--- config.mk ---
export PLATFORM = sky130hd
export DESIGN_NAME = uart_tx_fifo
export DESIGN_NICKNAME = d
export VERILOG_FILES = /design/src/rtl/uart_tx_fifo.sv
export SDC_FILE = /design/constraint.sdc
export NUM_CORES = 1
export LEC_CHECK = 0
export BUFFER_PORTS_ARGS = -buffer_cell sky130_fd_sc_hd__buf_2
export CORE_AREA = 2 2 136 138
export DETAILED_ROUTE_END_ITERATION = 12
export DIE_AREA = 0 0 138 140
export PLACE_DENSITY_LB_ADDON = 0.05
export SYNTH_ARGS = -nofsm -noshare
export SYNTH_HDL_FRONTEND = slang
export SYNTH_SLANG_ARGS = --single-unit
--- constraint.sdc ---
create_clock -name clk -period 4.3 [get_ports clk]
set_input_delay 0 -clock clk [delete_from_list [all_inputs] [get_ports clk]]
set_output_delay 0 -clock clk [all_outputs]
set_load 0.005 [all_outputs]
--- src/rtl/uart_tx_fifo.sv ---
// 8N1 UART transmitter fed by a small circular byte FIFO.
// Frames are sent back-to-back while bytes remain; tx is taken straight from a flop.
module uart_tx_fifo #(
  parameter int CLK_FREQ_HZ = 100_000_000,
  parameter int BAUD        = 115200,
  parameter int FIFO_DEPTH  = 16
) (
  input  logic                             clk,
  input  logic                             reset,
  input  logic [7:0]                       s_tdata,
  input  logic                             s_tvalid,
  output logic                             s_tready,
  output logic                             tx,
  output logic                             busy,
  output logic                             tx_done,
  output logic [$clog2(FIFO_DEPTH+1)-1:0]  fifo_count
);

  localparam int DIV = (CLK_FREQ_HZ + BAUD / 2) / BAUD;
  localparam int CW  = $clog2(FIFO_DEPTH + 1);
  localparam int PW  = $clog2(FIFO_DEPTH);
  localparam int TW  = $clog2(DIV);
  localparam logic [CW-1:0] FULL_COUNT = CW'(FIFO_DEPTH);
  localparam logic [TW-1:0] TIMER_LAST = TW'(DIV - 1);

  typedef enum logic [1:0] {
    ST_IDLE  = 2'd0,
    ST_START = 2'd1,
    ST_DATA  = 2'd2,
    ST_STOP  = 2'd3
  } state_t;

  state_t          r_state;
  state_t          w_state_nxt;
  logic [TW-1:0]   r_timer;
  logic [TW-1:0]   w_timer_nxt;
  logic [2:0]      r_bit_idx;
  logic [2:0]      w_bit_idx_nxt;
  logic [7:0]      r_shift;
  logic [7:0]      w_shift_nxt;
  logic            w_tx_nxt;
  logic            w_done_nxt;
  logic            w_pop;
  logic            w_push;
  logic            w_nonempty;
  logic            w_timer_last;

  logic [7:0]      r_mem [FIFO_DEPTH];
  logic [PW-1:0]   r_wr_ptr;
  logic [PW-1:0]   r_rd_ptr;
  logic [CW-1:0]   r_count;
  logic [CW-1:0]   w_count_nxt;
  logic            r_ready;
  logic            r_tx;
  logic            r_busy;
  logic            r_tx_done;

  assign w_push       = s_tvalid & r_ready;
  assign w_nonempty   = (r_count != {CW{1'b0}});
  assign w_timer_last = (r_timer == TIMER_LAST);

  assign s_tready   = r_ready;
  assign tx         = r_tx;
  assign busy       = r_busy;
  assign tx_done    = r_tx_done;
  assign fifo_count = r_count;

  // Occupancy after this edge's push and pop.
  always_comb begin
    w_count_nxt = r_count;
    case ({w_push, w_pop})
      2'b10:   w_count_nxt = r_count + CW'(1);
      2'b01:   w_count_nxt = r_count - CW'(1);
      default: w_count_nxt = r_count;
    endcase
  end

  // FIFO storage; entries need no reset because the count gates every read.
  always_ff @(posedge clk) begin
    if (w_push) begin
      r_mem[r_wr_ptr] <= s_tdata;
    end
  end

  // FIFO pointers, count and the registered ready flag.
  always_ff @(posedge clk) begin
    if (reset) begin
      r_wr_ptr <= {PW{1'b0}};
      r_rd_ptr <= {PW{1'b0}};
      r_count  <= {CW{1'b0}};
      r_ready  <= 1'b1;
    end else begin
      if (w_push) begin
        r_wr_ptr <= r_wr_ptr + PW'(1);
      end
      if (w_pop) begin
        r_rd_ptr <= r_rd_ptr + PW'(1);
      end
      r_count <= w_count_nxt;
      r_ready <= (w_count_nxt != FULL_COUNT);
    end
  end

  // Serialiser next-state logic; w_tx_nxt is the line level for the current state.
  always_comb begin
    w_state_nxt   = r_state;
    w_timer_nxt   = r_timer + TW'(1);
    w_bit_idx_nxt = r_bit_idx;
    w_shift_nxt   = r_shift;
    w_pop         = 1'b0;
    w_tx_nxt      = 1'b1;
    w_done_nxt    = 1'b0;
    case (r_state)
      ST_IDLE: begin
        w_timer_nxt = {TW{1'b0}};
        if (w_nonempty) begin
          w_pop       = 1'b1;
          w_shift_nxt = r_mem[r_rd_ptr];
          w_state_nxt = ST_START;
        end else begin
          w_state_nxt = ST_IDLE;
        end
      end
      ST_START: begin
        w_tx_nxt = 1'b0;
        if (w_timer_last) begin
          w_timer_nxt   = {TW{1'b0}};
          w_bit_idx_nxt = 3'd0;
          w_state_nxt   = ST_DATA;
        end else begin
          w_state_nxt = ST_START;
        end
      end
      ST_DATA: begin
        w_tx_nxt = r_shift[0];
        if (w_timer_last) begin
          w_timer_nxt = {TW{1'b0}};
          w_shift_nxt = {1'b0, r_shift[7:1]};
          if (r_bit_idx == 3'd7) begin
            w_state_nxt = ST_STOP;
          end else begin
            w_bit_idx_nxt = r_bit_idx + 3'd1;
          end
        end else begin
          w_state_nxt = ST_DATA;
        end
      end
      ST_STOP: begin
        w_tx_nxt = 1'b1;
        if (w_timer_last) begin
          w_done_nxt  = 1'b1;
          w_timer_nxt = {TW{1'b0}};
          // Chaining straight into START keeps frames gap-free.
          if (w_nonempty) begin
            w_pop       = 1'b1;
            w_shift_nxt = r_mem[r_rd_ptr];
            w_state_nxt = ST_START;
          end else begin
            w_state_nxt = ST_IDLE;
          end
        end else begin
          w_state_nxt = ST_STOP;
        end
      end
      default: begin
        w_timer_nxt = {TW{1'b0}};
        w_state_nxt = ST_IDLE;
      end
    endcase
  end

  // Serialiser state and registered line outputs (one cycle behind the state).
  always_ff @(posedge clk) begin
    if (reset) begin
      r_state   <= ST_IDLE;
      r_timer   <= {TW{1'b0}};
      r_bit_idx <= 3'd0;
      r_shift   <= 8'h00;
      r_tx      <= 1'b1;
      r_busy    <= 1'b0;
      r_tx_done <= 1'b0;
    end else begin
      r_state   <= w_state_nxt;
      r_timer   <= w_timer_nxt;
      r_bit_idx <= w_bit_idx_nxt;
      r_shift   <= w_shift_nxt;
      r_tx      <= w_tx_nxt;
      r_busy    <= (r_state != ST_IDLE);
      r_tx_done <= w_done_nxt;
    end
  end

endmodule

==> run summary, run 1 <==
The run finished with clean final reports. The net switching power was 1.274 mW. TritonCTS built the clock tree. Area inside the core boundary: 17780 µm².

The share of synthesized registers carrying an async set or reset works out to 0. For the proportion of power drawn by combinational gates, the log shows 0.214. After layout, the worst setup slack is 0.9943 ns. After clock tree synthesis, the flow added hold-fix buffers numbering 8. The run gives 0.99 ns as the internal reg-to-reg setup slack. The average wire length per cell after detail routing came out at 19.26 µm. The post-route minimum period works out to 3.306 ns.

The area growth from synthesis to final layout was 14.57%. Setup violations remaining at the end of the flow were counted as 0. The peak fanout along the critical path was 6; the H-tree depth reported by CTS was 4. The total standard cell area after synthesis came out at 7033 µm². For this run, the leading register cell type out of synthesis is edfxtp_1.

The run gives 0.1933 as the met1 layer usage reported by global route. For the met3 global-route usage, the log shows 0.03624. STA classifies the critical path endpoint as a register.

For the sequential group share of total power, the log shows 0.440. The run gives 17 as the number of buffers created by CTS. The number of remaining DRC errors was 0; the depth of the worst register-to-register path was 11. Power density over the cells: 570.5 nW/µm².

The sum of overflow across all layers after global routing was 0; the cell depth of the worst hold path was 2. During placement, the flow inserted port buffers numbering 19. Sequential element share of the synthesized area: 0.6718. The commonest cells after synthesis are 128 x edfxtp_1, 59 x nor2_1, 44 x dfxtp_1. The synthesized design contains 172 register bits. The cell-internal power came out at 3.323 mW.

Yosys instantiated no cell more often than edfxtp_1. The part of the cycle the worst path needs works out to 0.7688. The synthesized design spends more area on one cell type than any other, namely edfxtp_1. After detailed routing, the number of vias per cell comes to 5.131. The logs give 3607 for the number of vias after detailed routing and 8058 µm² for the summed area of non-filler cells in the final layout. The share of the synthesized area in the top cell type was 0.5465; the net count after synthesis was 457. The tools report the initial antenna violation count as 0.

Routability congestion estimate: 0.7332. The run gives 172 as the number of sinks driven by the clock tree. Entering global routing, the biggest net connects 36 pins.

The number of instances in the synthesized netlist is 431. The switching power as a share of total power was 0.2771; the maximum clock frequency was 302.5 MHz. For the worst setup path, the data arrival time is 3.67 ns. The number of distinct library cells after synthesis was 46. During I/O placement, the number of pins put on the boundary was 20. The final core area utilization was 0.4532; the worst clock skew was 0.007254 ns. STA classifies the critical path startpoint as a register. The initial core utilization is 0.3956.

The placed cell area came out at 7366 µm². Ranked by total cell area, the synthesized netlist is headed by edfxtp_1 55%, mux4_2 13%, dfxtp_1 13%. In this run, the number of DRC markers left after iteration 0 of detailed routing was 260.

The global-route wire length before repair is 21440 µm. The number of setup buffers added after CTS is 0. After detailed routing, the total wire length is 13540 µm.

In the final layout, the multi-input gates occupy 2175 µm². Clock latency on the worst-skew pair, taken at its later pin, is 0.42 ns. The number of search-and-repair iterations in the first detailed-routing pass was 4; the number of pins exceeding their max-slew limit in the final report was 0. For the met2 track demand over resource in global routing, the log shows 0.2470. The die covers 19320 µm². The logs give 0.345 for the power share of the clock group and 3747 for the number of global-route vias before repair.

The startpoint identified for the worst hold timing path is reset. For this run, the number of Yosys warnings is 0. The run gives 2.626 nW as the leakage power. In the final layout, flip-flops and latches occupy 4727 µm². The peak-usage layer in the global routing report was met2.

The max-cap check violation count was 0. The logs give 0.2673 for the max-slew headroom at the worst pin and 0 ns for the final-layout setup total negative slack. The tools report the fill cell total of the finished layout as 1564.

The critical path start-end classification was register to register. Prior to clock tree synthesis, the placed netlist has a worst setup slack of 0.9683 ns. The die is 140 µm tall.

The repair_antennas step left the layout with diodes totalling 0. The detail route stage leaves a number of antenna-violating nets equal to 0. The die extent in x came out at 138 µm. Row generation in the floorplan step produced 49 rows. Hold timing on the final database bottoms out at a slack of 0.07612 ns. The data required time at the worst endpoint is 4.66 ns.

At the pin with the least slew margin, the transition time is 1.095 ns. Setup repair after global routing left no endpoint under its margin. The final hold violation count was 0. For the count of instances resized after the clock tree is built, the log shows 0. For the maximum buffer depth of the clock tree, the log shows 2.

The startpoint of the most critical setup path was r_timer[0]. Fraction of final layout cells with drive strength greater than 1: 0.2321. The clock-pin slew on the worst setup and hold paths was 0.07 ns; the overall global routing resource usage was 0.1498. Dividing the synthesized area by the synthesized cell count gives 16.32 µm². The worst-case IR drop observed on VDD is 301.8 µV. After legalization and detailed placement, the total HPWL measured 8852 µm. The reg-to-reg critical path startpoint was r_timer[0]. For this run, the post-layout net count is 487. The tightest min-delay check is of the primary input to register type. The clock root buffer was clkbuf_16. The number of synthesized flops with an enable pin works out to 128.
[area by class of cell]
cell class | count | area share
Clock inverter | 15 | 0.02314
Multi-Input combinational cell | 228 | 0.2699
Sequential cell | 172 | 0.5866
Tap cell | 229 | 0.03556
Inverter | 8 | 0.003727
Clock buffer | 17 | 0.05280
Timing Repair Buffer | 34 | 0.02826
[worst max-delay path, stage by stage, from the launching register on]
cell and delay, ns:
dfxtp_1 0.37, ha_1 0.24, and4bb_4 0.27, a41oi_4 0.16, nor4b_4 0.47, xor2_1 0.13, ha_1 0.24, or4b_2 0.61
o22a_1 0.21, a21oi_2 0.15, mux2_4 0.31, nand4_1 0.09
[layout by cell type, fill, tap and decap left out, drive strengths merged, types with 2 or more instances in the layout]
master / n
edfxtp: 128
nor2: 59
dfxtp: 44
mux4: 40
buf: 26
clkbuf: 17
ha: 15
nand2: 14
inv: 14
mux2i: 12
xor2: 11
a21oi: 9
a211oi: 8
dlygate4sd3: 8
xnor2: 7
nand2b: 6
nor3: 6
nand4: 6
clkinv: 6
nand3: 5
nor2b: 3
bufinv: 3
o21ai: 3
and2: 2
nor3b: 2
a22oi: 2
or3: 2
nor4b: 2
mux2: 2
[worst paths after layout]
path                 to
max            s_tready
min                busy
max reg2reg    s_tready
min reg2reg  r_timer[0]
[per-layer routing]
metal  routed length (µm)  vias to the layer above
li1                     -                     1705
met1                 6269                     1837
met2                 6678                       52
met3                  401                       13
met4                  191                        0
met5                    0                        -
[power groups by stage]
stage | Clock [mW] | Sequential [mW] | Combinational (mW)
floorplan | 0 | 1.99 | 0.808
global placement | 0 | 2.06 | 0.991
detailed placement | 0 | 2.06 | 1.00
CTS | 1.63 | 2.03 | 1.01
global route | 1.70 | 2.04 | 1.09
finish | 1.59 | 2.02 | 0.985
[metrics by stage]
step,std cells,power (mW)
2_1_floorplan,431,2.802
3_3_place_gp,663,3.049
3_5_place_dp,663,3.065
4_1_cts,703,4.666
5_1_grt,703,4.843
6_report,703,4.597
[cells by family after synthesis]
| logic type | count (synthesis) | synth area share |
|---|---|---|
| mux | 54 | 0.1489 |
| buf+inv | 31 | 0.01903 |
| xor+xnor | 18 | 0.02348 |
| flops | 172 | 0.6718 |
| fa+ha+maj | 15 | 0.02669 |
| compound gates | 29 | 0.03113 |
| simple gates | 112 | 0.07899 |
[sequential cells by signal, indices dropped and copies added, names as in the netlist, 2 cells and up, named ones only]
signal,cells
r_rd_ptr,4
fifo_count,5
r_wr_ptr,4
r_bit_idx,3
r_shift,8
r_state,2
r_mem,128
r_timer,10
No activity file was read; power rests on OpenSTA's default activity.
==> run 2, diff against run 1 <==
==> constraint.sdc (replaced) <==
create_clock -name clk -period 2.7 [get_ports clk]
set_input_delay 0 -clock clk [delete_from_list [all_inputs] [get_ports clk]]
set_output_delay 0 -clock clk [all_outputs]
set_load 0.005 [all_outputs]
==> run 2 against run 1 <==
- the run now ends with negative setup slack left
- utilization rose by 1.5 points
- critical path depth unchanged
- wire length increased by 5.8%
- clock skew increased by 0.0014 ns
- clock-buffer cell count rose by 1
- first-iteration DRC count increased by 11%
- power up 58%
- sequential share of layout area fell by 1.9 points
==> run summary, run 2 (synthesized netlist as in run 1, its figures left out) <==
The average wire length per cell after detail routing works out to 19.38 µm (+0.63%). The transition time at the pin with the least slew margin is 0.6524 ns (-0.4427 ns), and the number of vias after detailed routing is 3754 (+4.1%). The sum of overflow across all layers after global routing is 0 (unchanged), and the summed area of non-filler cells in the final layout is 8323 µm² (+3.3%).

The area growth from synthesis to final layout works out to 18.34%. The worst clock skew was 0.008653 ns (+0.001399 ns). Setup repair after global routing could not meet its margin everywhere. Top-level I/O count: 20 (unchanged).

The logs give 9221 µm (+4.2%) for the half-perimeter wire length after placement and 0.3956 (unchanged) for the initial core utilization. The worst register-to-register path begins at r_timer[1]. The internal reg-to-reg setup slack was -0.007 ns (-1.00 ns). The logs give 0.42 ns (about the same) for the clock network latency to the later pin of the worst-skew pair and 289 (+11%) for the initial DRC count. The count of input and output buffers was 19 (unchanged).

For the met2 track demand over resource in global routing, the log shows 0.2757 (+0.02866). The checks that failed: negative setup slack. Fraction of final layout cells with drive strength greater than 1: 0.2922 (+0.06009). Register containing the most flip-flops in the final layout: r_mem.

The maximum clock frequency is 369.5 MHz (+22%), and the depth of the worst register-to-register path is 11 (unchanged). The cell depth of the worst hold path is 2 (unchanged). The run gives 36 (unchanged) as the largest net degree at the start of global routing. The total setup buffers inserted after CTS is 0 (unchanged), and the total power is 7.280 mW (+58%).

For the maximum buffer depth of the clock tree, the log shows 2 (unchanged). The post-route minimum period came out at 2.707 ns (-0.5991 ns). Among all stages on the critical path, the largest delay is contributed by or4b_4. Part of the cycle the worst path needs: 1.002 (+0.2337).

The tools report the endpoint of the worst hold-timing path as busy. The peak supply drop was 455.6 µV (+51%). Highest cell delay on the worst timing path: 0.47 ns (-0.14 ns). The clock-pin slew on the worst setup and hold paths came out at 0.07 ns (about the same). The largest registers in the layout are r_mem: 128 flops, r_timer: 10 flops, r_shift: 8 flops. The kind of end point of the critical path is a register.

The number of sinks driven by the clock tree was 172 (unchanged). The final hold violation count is 0 (unchanged), and the power density over the cells is 874.6 nW/µm² (+53%). The run gives 7681 µm² (+4.3%) as the placed cell area. Number of remaining DRC errors: 0 (unchanged).

The logs give 0 (unchanged) for the max-cap check violation count and 17780 µm² (unchanged) for the area inside the core boundary. The tools report the overall global routing resource usage as 0.1581 (+0.008238). In this run the critical register-to-register path is captured at s_tready. The worst-case setup margin in the final layout came out at -0.006626 ns (-1.001 ns).

For the max-slew headroom at the worst pin, the log shows 0.5651 (+0.2978). For the floorplan row count, the log shows 49 (unchanged). The logs give 0 (unchanged) for the number of pins exceeding their max-slew limit in the final report and 22620 µm (+5.5%) for the global-route wire length before repair.

The data arrival at the endpoint of the critical path came out at 3.07 ns (-0.60 ns). The H-tree depth reported by CTS was 4 (unchanged). The top cell types in the final layout, fill and taps aside, are 128 x edfxtp_1, 59 x nor2_1, 41 x dfxtp_1, 41 x buf_4, 40 x mux4_2. The tools report the total routed wirelength as 14320 µm (+5.8%).

For the final core area utilization, the log shows 0.4681 (+0.01492). The number of search-and-repair iterations in the first detailed-routing pass is 4 (unchanged). Peak-usage layer in the global routing report: met2. The library cell used most frequently in the layout, excluding fill and tap cells, is edfxtp_1. The leakage power was 2.785 nW (+6.1%).

The start point of the worst min-delay path was reset. The detailed-route vias per instance was 5.080 (-0.99%). The logs give 0 (unchanged) for the antenna diode count and 3.07 ns (-1.59 ns) for the data required time at the worst endpoint. TritonCTS built the clock tree. The path class of the tightest hold or removal check is primary input to register.

The final setup violation count came out at 1 (+1). The run gives 523 (+7.4%) as the post-layout net count. Met1 layer usage reported by global route: 0.1989 (+0.005556). The number of buffers created by CTS is 17 (unchanged).

The tools report the total die area as 19320 µm² (unchanged). For the met3 global-route usage, the log shows 0.04103 (+0.004786). The critical path in this run is classified as register to register.

The tools report the remaining number of nets flagged by the antenna check after routing as 0 (unchanged). Traced cell by cell, the critical path runs through ha_4, and4bb_4, a41oi_4, nor4b_4, xor2_1, ha_2, or4b_4, o22a_1, a21oi_2, mux2_4, nand4_1. The y dimension of the die works out to 140 µm (unchanged). The tools report the startpoint type of the worst setup path as a register.

For the number of global-route vias before repair, the log shows 3857 (+2.9%). The tools report the routability congestion estimate as 0.7308 (-0.33%). Worst hold margin: 0.08988 ns (+0.01376 ns).

The clock root buffer is clkbuf_16. The run gives 0 (unchanged) as the initial antenna violation count. The flip-flop count of the largest register after layout was 128 (unchanged); the die extent in x was 138 µm (unchanged). The peak fanout along the critical path works out to 2 (-4). The run finished, with violations left.
==> run 2: how the worst max path moves through the flow <==
stage	start	endpoint	slack [ns]	cells past startpoint
6_report	r_timer[1]	s_tready	-0.007	11
5_1_grt	r_timer[1]	s_tready	-0.13	11
4_1_cts	r_timer[1]	s_tready	-0.03	11
3_5_place_dp	r_timer[1]	s_tready	-0.02	11
3_3_place_gp	r_timer[1]	s_tready	0.02	11
2_1_floorplan	r_timer[0]	s_tready	-0.1	11
==> run 2: critical path: cells and delay by family (launching register included) <==
kind	cells	cell delay (ns)
mux	1	0.32
simple gates	4	1.12
compound gates	3	0.44
fa+ha+maj	2	0.32
xor+xnor	1	0.11
flops	1	0.35
==> run 2: metal layers <==
layer	routed length, µm	part of all wire
met4	102	0.0071
met3	457	0.032
met5	0	0
met2	7344	0.51
met1	6419	0.45
==> run 2: cell type report <==
type	instances	area (µm²)
repair buffers	70	523.0
flip-flops and latches	172	4728
clock buffers	18	429.2
clock inverters	14	126.4
well taps	229	286.5
multi-input cells	228	2200
inverters	8	30.03
fillers	1546	9457
==> run 2: through the flow <==
step	cells	TNS [ns]	setup WS, ns
final	739	-0.006626	-0.006626
after global placement	699	0	0.01784
after floorplan	431	-0.1831	-0.09989
after global routing	739	-0.2147	-0.1283
after detailed placement	699	-0.01748	-0.01748
after CTS	739	-0.02586	-0.02586
==> run 2: timing repair <==
item	CTS	global route
setup endpoints to repair	1	2
hold buffers	8	0
endpoints found under the hold margin	128	0
resized for setup	0	1
==> run 2: report_power, final <==
group / internal, mW / switching (mW)
combinational: 0.927 / 0.922
clock: 1.22 / 1.10
sequential: 3.03 / 0.0924
==> run 3, diff against run 2 <==
--- a/config.mk
+++ b/config.mk
@@ -6,9 +6,9 @@
 export NUM_CORES = 1
 export LEC_CHECK = 0
 export BUFFER_PORTS_ARGS = -buffer_cell sky130_fd_sc_hd__buf_2
-export CORE_AREA = 2 2 136 138
+export CORE_AREA = 2 2 130 132
 export DETAILED_ROUTE_END_ITERATION = 12
-export DIE_AREA = 0 0 138 140
+export DIE_AREA = 0 0 132 134
 export PLACE_DENSITY_LB_ADDON = 0.05
 export SYNTH_ARGS = -nofsm -noshare
 export SYNTH_HDL_FRONTEND = slang
==> run 3 against run 2 <==
- the flow now finishes without violations
- power up 1.8%
- utilization increased by 4.6 points
- via count grew 0.83%
- die area fell by 8.4%
- fmax is 1.4% higher
- highest routed layer unchanged
- clock power grew 3%
- register-to-register slack gained 0.04 ns
- critical endpoint unchanged
- worst hold slack better by 0.0018 ns
- combinational power grew 2%
==> run summary, run 3 (synthesized netlist as in run 1, its figures left out) <==
The run finished with clean final reports. The clock network latency to the later pin of the worst-skew pair is 0.42 ns (about the same), and the maximum buffer depth of the clock tree is 2 (unchanged). By startpoint and endpoint, the worst setup path is classified as register to register. Traced cell by cell, the critical path runs through ha_4, and4bb_4, a41oi_4, nor4b_4, xor2_1, ha_2, or4b_4, o22a_1, a21oi_2, mux2_4, nand4_1.

The initial core utilization was 0.4318 (+0.03619); the fraction of final layout cells with drive strength greater than 1 was 0.3008 (+0.008624). The run gives 9166 µm (-0.60%) as the half-perimeter wire length after placement. The worst hold margin was 0.09165 ns (+0.001762 ns); the number of vias after detailed routing was 3785 (+0.83%). Initial DRC count: 161 (-44%).

The logs give 4 (unchanged) for the H-tree depth reported by CTS and 690 (-1.3%) for the number of cells in the design after placement. The cell sitting at the root of the clock tree is a clkbuf_16. Max-cap check violation count: 0 (unchanged). Data arrival at the endpoint of the critical path: 3.03 ns (-0.04 ns). The post-route minimum period is 2.669 ns (-0.03769 ns), and the floorplan row count is 47 (-4.1%).

The post-route non-filler standard cell count is 732 (-0.95%). The tools report the total power as 7.413 mW (+1.8%). The average wire length per cell after detail routing came out at 18.53 µm (-4.4%).

The largest registers in the layout are r_mem: 128 flops, r_timer: 10 flops, r_shift: 8 flops. The clock-pin slew on the worst setup and hold paths is 0.07 ns (about the same), and the data required time at the worst endpoint is 3.06 ns (about the same). The initial antenna violation count came out at 0 (unchanged).

The post-layout net count is 525 (+0.38%), and the die extent in x is 132 µm (-4.3%). The tools report the pre-CTS setup slack as -0.03288 ns (-0.01540 ns). The global-route wire length before repair was 21650 µm (-4.3%); the final hold violation count was 0 (unchanged). For the area inside the core boundary, the log shows 16290 µm² (-8.4%). The logs give 17 (unchanged) for the number of buffers created by CTS and 0.7449 (+1.9%) for the routability congestion estimate. The library cell contributing the largest single delay on the critical path is or4b_4.

The worst setup path is captured at a register. The commonest non-fill, non-tap cell in the layout was edfxtp_1. The run gives 0.1637 (+0.005601) as the overall global routing resource usage. For the final-layout setup total negative slack, the log shows 0 ns (+0.006626 ns). Compared with the post-synthesis result, the final layout area differs by 19.00%. The count of input and output buffers works out to 19 (unchanged). The total die area came out at 17690 µm² (-8.4%). The register containing the most flip-flops in the final layout was r_mem. The number of pins exceeding their max-slew limit in the final report came out at 0 (unchanged).

The peak fanout along the critical path is 2 (unchanged). The part of the cycle the worst path needs is 0.9885 (-0.01396), and the highest cell delay on the worst timing path is 0.47 ns (about the same). Setup repair after global routing could not meet its margin everywhere.

The max-slew headroom at the worst pin was 0.5695 (+0.004413); the transition time at the pin with the least slew margin was 0.6457 ns (-0.006618 ns). The y dimension of the die is 134 µm (-4.3%). For the number of sinks driven by the clock tree, the log shows 172 (unchanged). The top-level I/O count is 20 (unchanged), and the leakage power is 2.808 nW (+0.81%). TritonCTS built the clock tree.

The run gives 2218 µm² (+0.85%) as the multi-input logic area. The antenna diode count was 0 (unchanged); the register cell area after layout was 4728 µm² (unchanged). The total routed wirelength came out at 13560 µm (-5.3%). The logs give 374.7 MHz (+1.4%) for the maximum clock frequency and 0 (-1) for the final setup violation count. The power density over the cells is 885.8 nW/µm² (+1.3%). The top cell types in the final layout, fill and taps aside, are 128 x edfxtp_1, 59 x nor2_1, 43 x buf_4. The number of search-and-repair iterations in the first detailed-routing pass was 5 (+1); the detailed-route vias per instance was 5.171 (+1.8%). The tools report the number of remaining DRC errors as 0 (unchanged).

For the fill cell total of the finished layout, the log shows 1389 (-10%). The flip-flop count of the largest register after layout works out to 128 (unchanged). The peak supply drop is 474.1 µV (+4.1%). Class of the tightest hold or removal check: primary input to register. The tools report the largest net degree at the start of global routing as 36 (unchanged). The run gives 0.008138 ns (-0.0005142 ns) as the worst clock skew. The startpoint type of the worst setup path is a register.

The sum of overflow across all layers after global routing is 0 (unchanged), and the worst-case setup margin in the final layout is 0.03107 ns (+0.03769 ns). The logs give 0 (unchanged) for the remaining number of nets flagged by the antenna check after routing and 3864 (+0.18%) for the number of global-route vias before repair.
==> run 3: changes by cell type in the layout (fill, tap and decap cells not counted), sizes merged <==
cell | previous run | this run
buf | 62 | 64
bufinv | 0 | 1
clkbuf | 18 | 17
clkinvlp | 3 | 4
inv | 17 | 16
==> run 3: through the flow <==
| stage | utilization | area [µm²] |
|---|---|---|
| after floorplan | - | 7054 |
| after global placement | 0.4709 | 7670 |
| after detailed placement | 0.4709 | 7670 |
| after CTS | 0.5126 | 8349 |
| after global routing | 0.5138 | 8369 |
| final | 0.5138 | 8369 |
==> run 3: final timing paths <==
check                           startpoint            end  slack, ns  cells past startpoint
worst max-delay path            r_timer[1]       s_tready       0.03                     11
worst max register to register  r_timer[1]       s_tready       0.03                     11
worst min register to register  r_shift[7]     r_shift[7]       0.48                      2
worst min-delay path                 reset  fifo_count[1]       0.09                      2
==> run 3: what timing repair did <==
action	in CTS	in global routing
resized for setup	1	2
pin swaps	1	0
buffers inserted	1	1
endpoints found under the hold margin	128	0
hold buffers	8	0
gates cloned	0	0
setup endpoints to repair	2	2
==> run 3: layout make-up <==
cell class / count / area share
well taps: 220 / 0.03289
multi-input cells: 228 / 0.2651
inverters: 8 / 0.003588
clock buffers: 17 / 0.05083
clock inverters: 15 / 0.01839
flip-flops and latches: 172 / 0.5650
repair buffers: 72 / 0.06428
==> run 3: worst max-delay path, delay by kind of cell, from the launching register on <==
kind / cells / cell delay, ns
compound gates: 3 / 0.44
xor+xnor: 1 / 0.11
fa+ha+maj: 2 / 0.31
flops: 1 / 0.35
mux: 1 / 0.32
simple gates: 4 / 1.09
==> run 3: layer usage <==
layer / track usage / share of wire
met1: 0.2162 / 0.46
met2: 0.2749 / 0.51
met3: 0.02910 / 0.018
met4: 0.05797 / 0.011
met5: 0 / 0
==> run 3: power by group <==
part           internal (mW)  leakage, nW  switching, mW
combinational          0.965         1.02          0.927
clock                   1.31        0.275           1.08
sequential              3.03         1.52          0.111
total                   5.30         2.81           2.12
